`src/rtl/min_uint64_serial.sv`:
```
// Bit-serial MSB-first unsigned minimum of two WIDTH-bit operands, STEP bits per cycle.
// Valid/ready on both sides; fixed latency of WIDTH/STEP scan cycles per operation.
module min_uint64_serial #(
    parameter int WIDTH = 64,
    parameter int STEP  = 1
) (
    input  logic             clk,
    input  logic             rst,
    input  logic             in_valid,
    output logic             in_ready,
    input  logic [WIDTH-1:0] A,
    input  logic [WIDTH-1:0] B,
    output logic             out_valid,
    input  logic             out_ready,
    output logic [WIDTH-1:0] Y,
    output logic             lt
);

    localparam int N     = WIDTH / STEP;
    localparam int CNT_W = (N > 1) ? $clog2(N) : 1;
    localparam int IDX_W = (WIDTH > 1) ? $clog2(WIDTH) : 1;
    localparam logic [CNT_W-1:0] LAST = CNT_W'(N - 1);

    generate
        if (STEP < 1 || (WIDTH % STEP) != 0) begin : g_bad_step
            $error("min_uint64_serial: STEP must divide WIDTH");
        end
    endgenerate

    typedef enum logic [1:0] {
        IDLE,
        SCAN,
        DONE
    } state_t;

    state_t           state;
    logic [WIDTH-1:0] a_q;
    logic [WIDTH-1:0] b_q;
    logic [CNT_W-1:0] cnt;
    logic             decided;
    logic             a_lt;

    logic [IDX_W-1:0] slice_idx;
    logic [STEP-1:0]  slice_a;
    logic [STEP-1:0]  slice_b;
    logic             a_lt_next;

    // The first differing slice (scanning from the MSB end) settles the order; later slices are ignored.
    always_comb begin
        slice_idx = IDX_W'(WIDTH - STEP * (int'(cnt) + 1));
        slice_a   = a_q[slice_idx +: STEP];
        slice_b   = b_q[slice_idx +: STEP];
        a_lt_next = a_lt;
        if (!decided && (slice_a != slice_b)) begin
            a_lt_next = (slice_a < slice_b);
        end
    end

    always_ff @(posedge clk or posedge rst) begin
        if (rst) begin
            state     <= IDLE;
            in_ready  <= 1'b1;
            out_valid <= 1'b0;
            Y         <= '0;
            lt        <= 1'b0;
            a_q       <= '0;
            b_q       <= '0;
            cnt       <= '0;
            decided   <= 1'b0;
            a_lt      <= 1'b0;
        end else begin
            case (state)
                IDLE: begin
                    if (in_valid) begin
                        a_q      <= A;
                        b_q      <= B;
                        cnt      <= '0;
                        decided  <= 1'b0;
                        a_lt     <= 1'b0;
                        in_ready <= 1'b0;
                        state    <= SCAN;
                    end
                end
                SCAN: begin
                    cnt  <= cnt + CNT_W'(1);
                    a_lt <= a_lt_next;
                    if (slice_a != slice_b) begin
                        decided <= 1'b1;
                    end
                    // Last slice: the result uses this cycle's decision, not the registered one.
                    if (cnt == LAST) begin
                        Y         <= a_lt_next ? a_q : b_q;
                        lt        <= a_lt_next;
                        out_valid <= 1'b1;
                        state     <= DONE;
                    end
                end
                DONE: begin
                    if (out_ready) begin
                        out_valid <= 1'b0;
                        in_ready  <= 1'b1;
                        state     <= IDLE;
                    end
                end
                default: begin
                    state     <= IDLE;
                    in_ready  <= 1'b1;
                    out_valid <= 1'b0;
                end
            endcase
        end
    end

endmodule
```
`config.mk`:
```
export PLATFORM = sky130hd
export DESIGN_NAME = min_uint64_serial
export DESIGN_NICKNAME = d
export VERILOG_FILES = /design/src/rtl/min_uint64_serial.sv
export SDC_FILE = /design/constraint.sdc
export NUM_CORES = 1
export LEC_CHECK = 0
export CAP_MARGIN = 40
export CORE_UTILIZATION = 30
export DETAILED_ROUTE_END_ITERATION = 8
export RECOVER_POWER = 50
export SLEW_MARGIN = 25
export SYNTH_ARGS = -nofsm -noshare
export SYNTH_HDL_FRONTEND = slang
export SYNTH_SLANG_ARGS = --single-unit
```
`constraint.sdc`:
```
create_clock -name clk -period 11.9 [get_ports clk]
set_clock_uncertainty 0.15 [all_clocks]
set_input_delay 1.785 -clock clk [delete_from_list [all_inputs] [get_ports clk]]
set_output_delay 1.785 -clock clk [all_outputs]
set_load 0.01 [all_outputs]
```
After elaboration in Yosys (flattened, before gate mapping)
Index checks and enable logic that the tools add are counted.
{ "classes": {"bitwise_logic": 2, "shifts": 2, "muxes": 17, "addsub": 3, "n_reduce_logical": 11, "order_cmp": 1, "eq_ne": 8} }
{ "ops": {"columns": ["cell", "n"], "rows": [
  ["$shiftx 64x7->1", 2],
  ["$mux 64", 1],
  ["$add 6x1->6 const B", 2],
  ["$pmux 6 s2", 1],
  ["$reduce_and 3->1", 4],
  ["$ne 2x2->1 const B", 4],
  ["$eq 6x6->1 const B", 1],
  ["$mux 1", 6],
  ["$mux 2", 3],
  ["$mux 6", 1],
  ["$pmux 1 s3", 2],
  ["$pmux 2 s3", 1],
  ["$reduce_and 2->1", 3],
  ["$sub 1x6->6 const A", 1],
  ["$pmux 1 s2", 2],
  ["$eq 2x1->1 const B", 1],
  ["$eq 2x2->1 const B", 1],
  ["$logic_not 2->1", 1],
  ["$not 1->1", 2],
  ["$reduce_bool 2->1", 1],
  ["$logic_and 1x1->1", 1],
  ["$logic_not 1->1", 1],
  ["$lt 1x1->1", 1],
  ["$ne 1x1->1", 1]
]} }
{ "totals": {"wordCells": 54, "output_inout_bits": 67, "register_bits": 205} }

Longest topological paths before layout
Gate-level depths: netlist of the first run.
{ "logic_depth": {"depth_word": 7, "ltp_mapped": 15} }

Worst setup path before layout of the first run
Ideal clock, no wire load.
{ "synth_timing": {"path_type": "register to register", "from": "register cnt[0]", "to": "register Y[20]", "t_required_ps": 11617, "t_arrival_ps": 3179, "stages_incl_launch_ff": 15, "slack_ps": 8438, "path_buffers": 4, "setup_ps": 133, "path_cell_list": "dfrtp_1 -> buf_6 -> buf_2 -> mux4_2 -> mux2_2 -> o211ai_1 -> nand3_1 -> ha_1 -> nor2_1 -> nor2b_1 -> a21oi_1 -> buf_2 -> buf_2 -> mux2i_1 -> o21ai_0"} }
{ "synth_between": {"elab_chain_len": 7} }
{ "synth_rtl": {"columns": ["element", "line_no", "rtl"], "rows": [
  ["start: declaration", "39", "logic [CNT_W-1:0] cnt;"],
  ["start signal: assignment", "85", "cnt <= cnt + CNT_W'(1);"],
  ["$add 6x1->6", "50", "slice_idx = IDX_W'(WIDTH - STEP * (int'(cnt) + 1));"],
  ["$sub 1x6->6", "50", null],
  ["$shiftx 64x7->1, on equally long branches", "51, 52", null],
  ["$ne 1x1->1", "54", "if (!decided && (slice_a != slice_b)) begin"],
  ["$logic_and 1x1->1", "54", null],
  ["$mux 1", "54", null],
  ["$mux 64", "92", "Y <= a_lt_next ? a_q : b_q;"],
  ["end signal: assignment", "92", null],
  ["end: declaration", "15", "output logic [WIDTH-1:0] Y,"]
]} }
Several ways; a longest one is shown, not always the timed one.
A chain may end at the register's enable or synchronous reset.

==> impl_metrics.yaml, run 1 <==
clock_tree:
  cts_buffer_depth: 3
  cts_buffers: 24
  cts_sinks: 205
  insertion_delay_ns: 0.52
  holdBufCountCts: 0
  htree_levels: 1
  cts_resized: 0
  cts_setup_buffers: 0
  cts-root-buf: "clkbuf_16"
  cts_tree: "yes"
  clk_pin_slew_ns: 0.06
detailed_routing:
  drt_pre_antenna_iters: 5
  vias: 7254
  wl_per_cell_um: 16.3
  vias_per_cell: 4.65
  final_antenna_net_count: 0
  first_iter_violations: 443
  drc: 0
  routed_wl_mm: 25.5
sta:
  slew_headroom_pct: -104
  rsz0062_at_grt: "no"
  timing.hold.ws_ns: 0.329
  worst_pin_slew_ns: 3.04
  min_period_ns: 4.91
  report.final.slew_viol_count: 177
  max_freq_mhz: 203
  hold_viol_final: 0
  finalSetupViolations: 0
  setup_tns_ns: 0
  timing.final.ws_setup_ns: 6.99
  fin_crit_sh_pct: 41.3
grt:
  grt_pass1_wl_mm: 40.0
  grt_usage_pct: 16.1
  antenna_found_initial: 2
  overflow: 0
  grt_pass1_vias: 7126
  grt_max_degree: 88
floorplan:
  die-height_um: 179
  fp.dieArea_um2: 31900
  die_width_um: 179
  core_um2: 30700
  start_util_pct: 30.5
  floorplan.io_pins: 199
  rows: 64
logic_synthesis:
  synth_warnings: 0
  yosysSeqAreaShare_pct: 54.8
  synth_edf_count: 0
  synth_cell_type_count: 28
  syn_area_per_cell_um2: 9.66
  syn_nets: 1104
  async_reset_ff_share_pct: 100
  synth_seq_cells: 205
  netlist_instances: 969
  synth-main-ff-cell: "dfrtp_1"
  syn_area_um2: 9360
finish:
  syn_to_final_growth_pct: 36.1
  nets: 1279
  drive_gt1_share_pct: 8.18
  postLayoutCoreUtil_pct: 41.5
  final_cell_mix: "nand2_1 (466), dfrtp_1 (202), clkdlybuf4s50_1 (195), o21ai_0 (78), mux2i_1 (74)"
  final_common_cell: "nand2_1"
run_status:
  failed_checks: "capacitance limit, slew limit"
  status: "finished with violations"
setup_path:
  startpoint_type: "input pin"
  critPathArrivalTime_ns: 5.43
  crit_type: "input pin to asynchronous set/reset pin"
  r2r_cells: 13
  worstPathRequired_ns: 12.42
  cp-end-kind: "asynchronous set/reset pin"
  critical_path.max_fanout: 62
flow_run:
  maxCapViolCount: 3
placed_design:
  place_ws_ns: 6.96
  hpwl_mm: 17.3
  port_buffers: 198
  place_congestion: 0.769
power_and_ir_drop:
  total_power_mw: 3.01
  irDropWorstVdd_mv: 0.105
  power_density_nw_per_um2: 236
  p_leak_nw: 6.18
worst_hold_path:
  hold_class: "flip-flop to flip-flop"
  whs_path_depth: 2
==> routing by layer <==
layer | global-route usage (%) | vias to the layer above | part of all wire, % | wire (um)
met2 | 25.1 | 185 | 46 | 11600
li1 | - | 3542 | - | -
met1 | 23.3 | 3497 | 47 | 12000
met3 | 2.76 | 30 | 5.3 | 1350
met5 | 0 | - | 0 | 0
met4 | 3.18 | 0 | 1.8 | 450
==> flip-flops by register name, indices dropped and copies added (netlist names) <==
name	flops
Y	64
a_q	64
b_q	64
cnt	6
state	2
a_lt	1
decided	1
in_ready	1
lt	1
out_valid	1
==> through the flow <==
step | instance area [um2] | cells
finish | 12700 | 1560
global route | 12700 | 1558
CTS | 12700 | 1554
detailed placement | 11800 | 1510
global placement | 11700 | 1507
floorplan | 9360 | 969
==> power breakdown <==
| group | internal, mW | switching (mW) |
|---|---|---|
| Combinational | 0.523 | 0.478 |
| Clock | 0.529 | 0.297 |
| Sequential | 0.937 | 0.249 |
==> cells by family (layout without fill, tap and decap cells) <==
family | count (synthesis) | after routing | synth area share [%]
simple gates | 489 | 489 | 20.1
flops | 205 | 205 | 54.8
mux | 112 | 112 | 16.4
compound gates | 94 | 94 | 5.30
buf+inv | 66 | 259 | 2.98
fa+ha+maj | 3 | 3 | 0.401
other cells | 0 | 2 | 0
==> area by class of cell <==
type                       count  area [um2]
fill                        2988       17900
sequential                   205        5130
multi-input combinational    698        3980
timing repair buffer         213        2220
clock buffer                  34         719
tap                          396         495
clock inverter                10         184
inverter                       2        8.76
antenna                        2        5.00
==> final timing paths <==
kind,slack [ns],startpoint,end
worst min register to register,0.33,Y[51]$_DFFE_PP0P_,Y[51]$_DFFE_PP0P_
worst max-delay path,6.99,rst,cnt[0]$_DFFE_PP0P_
worst min-delay path,0.33,Y[51]$_DFFE_PP0P_,Y[51]$_DFFE_PP0P_
min in group asynchronous,2.43,rst,Y[37]$_DFFE_PP0P_
worst max register to register,7.16,cnt[0]$_DFFE_PP0P_,Y[58]$_DFFE_PP0P_
max in group clk,7.16,cnt[0]$_DFFE_PP0P_,Y[58]$_DFFE_PP0P_
==> worst max-delay path, cell delays in order <==
cell           delay [ns]
dlygate4sd3_1        0.55
clkinvlp_2           1.70
clkbuf_1             0.98
buf_16               0.34
==> Yosys cell counts (4+ instances only) <==
library cell | n | area share (%)
buf_1 | 8 | 0.32
nor2_1 | 5 | 0.20
o211ai_1 | 4 | 0.32
nand2_1 | 466 | 19
mux4_2 | 29 | 7.0
clkbuf_1 | 41 | 1.6
a21oi_1 | 6 | 0.32
mux2i_1 | 74 | 7.9
nand3_1 | 5 | 0.27
mux2_2 | 6 | 0.72
dfrtp_1 | 204 | 55
buf_2 | 13 | 0.69
o21ai_0 | 78 | 4.2
Power figures use the tool's default switching activity.
==> run 2: changes to the inputs <==
clock period = 4.5 ns   (was 11.9 ns; I/O delays follow)
==> impl_metrics.yaml, run 2 (synthesized netlist as in run 1, its figures left out) <==
run_status:
  status: "finished with violations"
  failed_checks: "capacitance limit, slew limit"
clock_tree:
  clk_pin_slew_ns: 0.06
  insertion_delay_ns: 0.53
  cts_buffers: 24
  cts-root-buf: "clkbuf_16"
  cts_buffer_depth: 3
  cts_resized: 0
  holdBufCountCts: 0
  cts_setup_buffers: 0
  cts_tree: "yes"
  htree_levels: 1
  cts_sinks: 205
setup_path:
  startpoint_type: "input pin"
  crit_type: "input pin to flip-flop"
  worstPathRequired_ns: 4.80
  cp-end-kind: "flip-flop"
  critPathArrivalTime_ns: 4.34
  critical_path.max_fanout: 56
finish:
  nets: 1286
  syn_to_final_growth_pct: 34.5
  postLayoutCoreUtil_pct: 41.1
  final_cell_mix: "nand2_1 (465), dfrtp_1 (202), clkdlybuf4s50_1 (195), o21ai_0 (78), mux2i_1 (74)"
  drive_gt1_share_pct: 8.47
  top_regs: "Y: 64 flops, a_q: 64 flops, b_q: 64 flops"
  finalInstanceArea_um2: 12600
  final_common_cell: "nand2_1"
  fillCellCount: 2991
grt:
  grt_use_met2_pct: 26.4
  grt_usage_pct: 16.4
  grt_most_used_layer: "met2"
  antenna_found_initial: 3
  overflow: 0
  grt_pass1_wl_mm: 40.7
  grt_pass1_vias: 7293
  grtUsageMet3_pct: 2.82
  use_met1_pct: 22.8
  grt_max_degree: 113
detailed_routing:
  drc: 0
  vias: 7226
  final_antenna_net_count: 0
  vias_per_cell: 4.61
  routed_wl_mm: 25.9
  first_iter_violations: 421
  drt_pre_antenna_iters: 4
  wl_per_cell_um: 16.5
placed_design:
  hpwl_mm: 17.9
  place_congestion: 0.760
  place_ws_ns: 0.536
  port_buffers: 198
  dpl_cell_area_um2: 11800
floorplan:
  start_util_pct: 30.5
  die-height_um: 179
  floorplan.io_pins: 199
  die_width_um: 179
  rows: 64
  core_um2: 30700
  fp.dieArea_um2: 31900
power_and_ir_drop:
  p_leak_nw: 6.12
  power_density_nw_per_um2: 616
  irDropWorstVdd_mv: 0.369
sta:
  fin_crit_sh_pct: 89.8
  rsz0062_at_grt: "no"
  timing.final.ws_setup_ns: 0.459
  hold_viol_final: 0
  min_period_ns: 4.04
  setup_tns_ns: 0
  max_freq_mhz: 247
  finalSetupViolations: 0
  slew_headroom_pct: -54.1
  worst_pin_slew_ns: 2.31
  report.final.slew_viol_count: 286
flow_run:
  maxCapViolCount: 5
worst_hold_path:
  hold_class: "flip-flop to flip-flop"
-- run 2: changes by cell type in the layout (fill, tap and decap cells not counted), moves of 2 or more --
cell	change
bufinv_16	-2
clkbuf_2	+2
buf_16	-6
clkinv_2	+4
clkbuf_1	+4
clkbuf_8	-3
buf_4	+9
-- run 2: layout make-up --
class	count	area [um2]	share of cell area, %
flip-flops and latches	205	5130	40.8
multi-input cells	698	4000	31.7
repair buffers	220	2150	17.0
clock buffers	33	664	5.28
well taps	396	495	3.93
clock inverters	11	144	1.14
inverters	2	8.76	0.0696
diodes	1	2.50	0.0199
-- run 2: stage by stage --
stage / power [mW] / instances / hold WS (ns)
6_report: 7.76 / 1566 / 0.326
5_1_grt: 8.32 / 1565 / 0.356
4_1_cts: 7.87 / 1564 / 0.332
3_5_place_dp: 5.84 / 1520 / 0.319
3_3_place_gp: 5.77 / 1519 / 0.312
2_1_floorplan: 4.85 / 969 / 0.301
-- run 2: final timing paths --
kind	endpoint	depth (start not counted)	start	slack (ns)
worst max-delay path	a_q[48]$_DFFE_PP0P_	6	in_valid	0.46
worst max register to register	Y[21]$_DFFE_PP0P_	13	cnt[0]$_DFFE_PP0P_	0.52
worst min-delay path	Y[37]$_DFFE_PP0P_	2	Y[37]$_DFFE_PP0P_	0.33
max in group asynchronous	cnt[1]$_DFFE_PP0P_	3	rst	1.22
worst min register to register	Y[37]$_DFFE_PP0P_	2	Y[37]$_DFFE_PP0P_	0.33
min in group asynchronous	a_q[28]$_DFFE_PP0P_	2	rst	0.51
-- run 2: routing by layer --
layer	routed length [um]	vias to the layer above
li1	-	3557
met1	11900	3447
met2	12000	177
met3	1240	41
met4	659	4
met5	28	-
-- run 2: power breakdown --
| part | total (mW) | leakage (nW) | switching [mW] | internal, mW |
|---|---|---|---|---|
| clock network | 1.99 | 0.397 | 0.781 | 1.21 |
| registers | 3.06 | 2.64 | 0.584 | 2.48 |
| logic | 2.71 | 3.08 | 1.35 | 1.36 |
-- run 2: worst max-delay path, cell delays in order --
cell and delay, ns:
dlygate4sd3_1 0.56, or3b_1 0.35, clkdlybuf4s25_1 1.89, buf_4 0.63, nand2_1 0.11, nand2_1 0.09
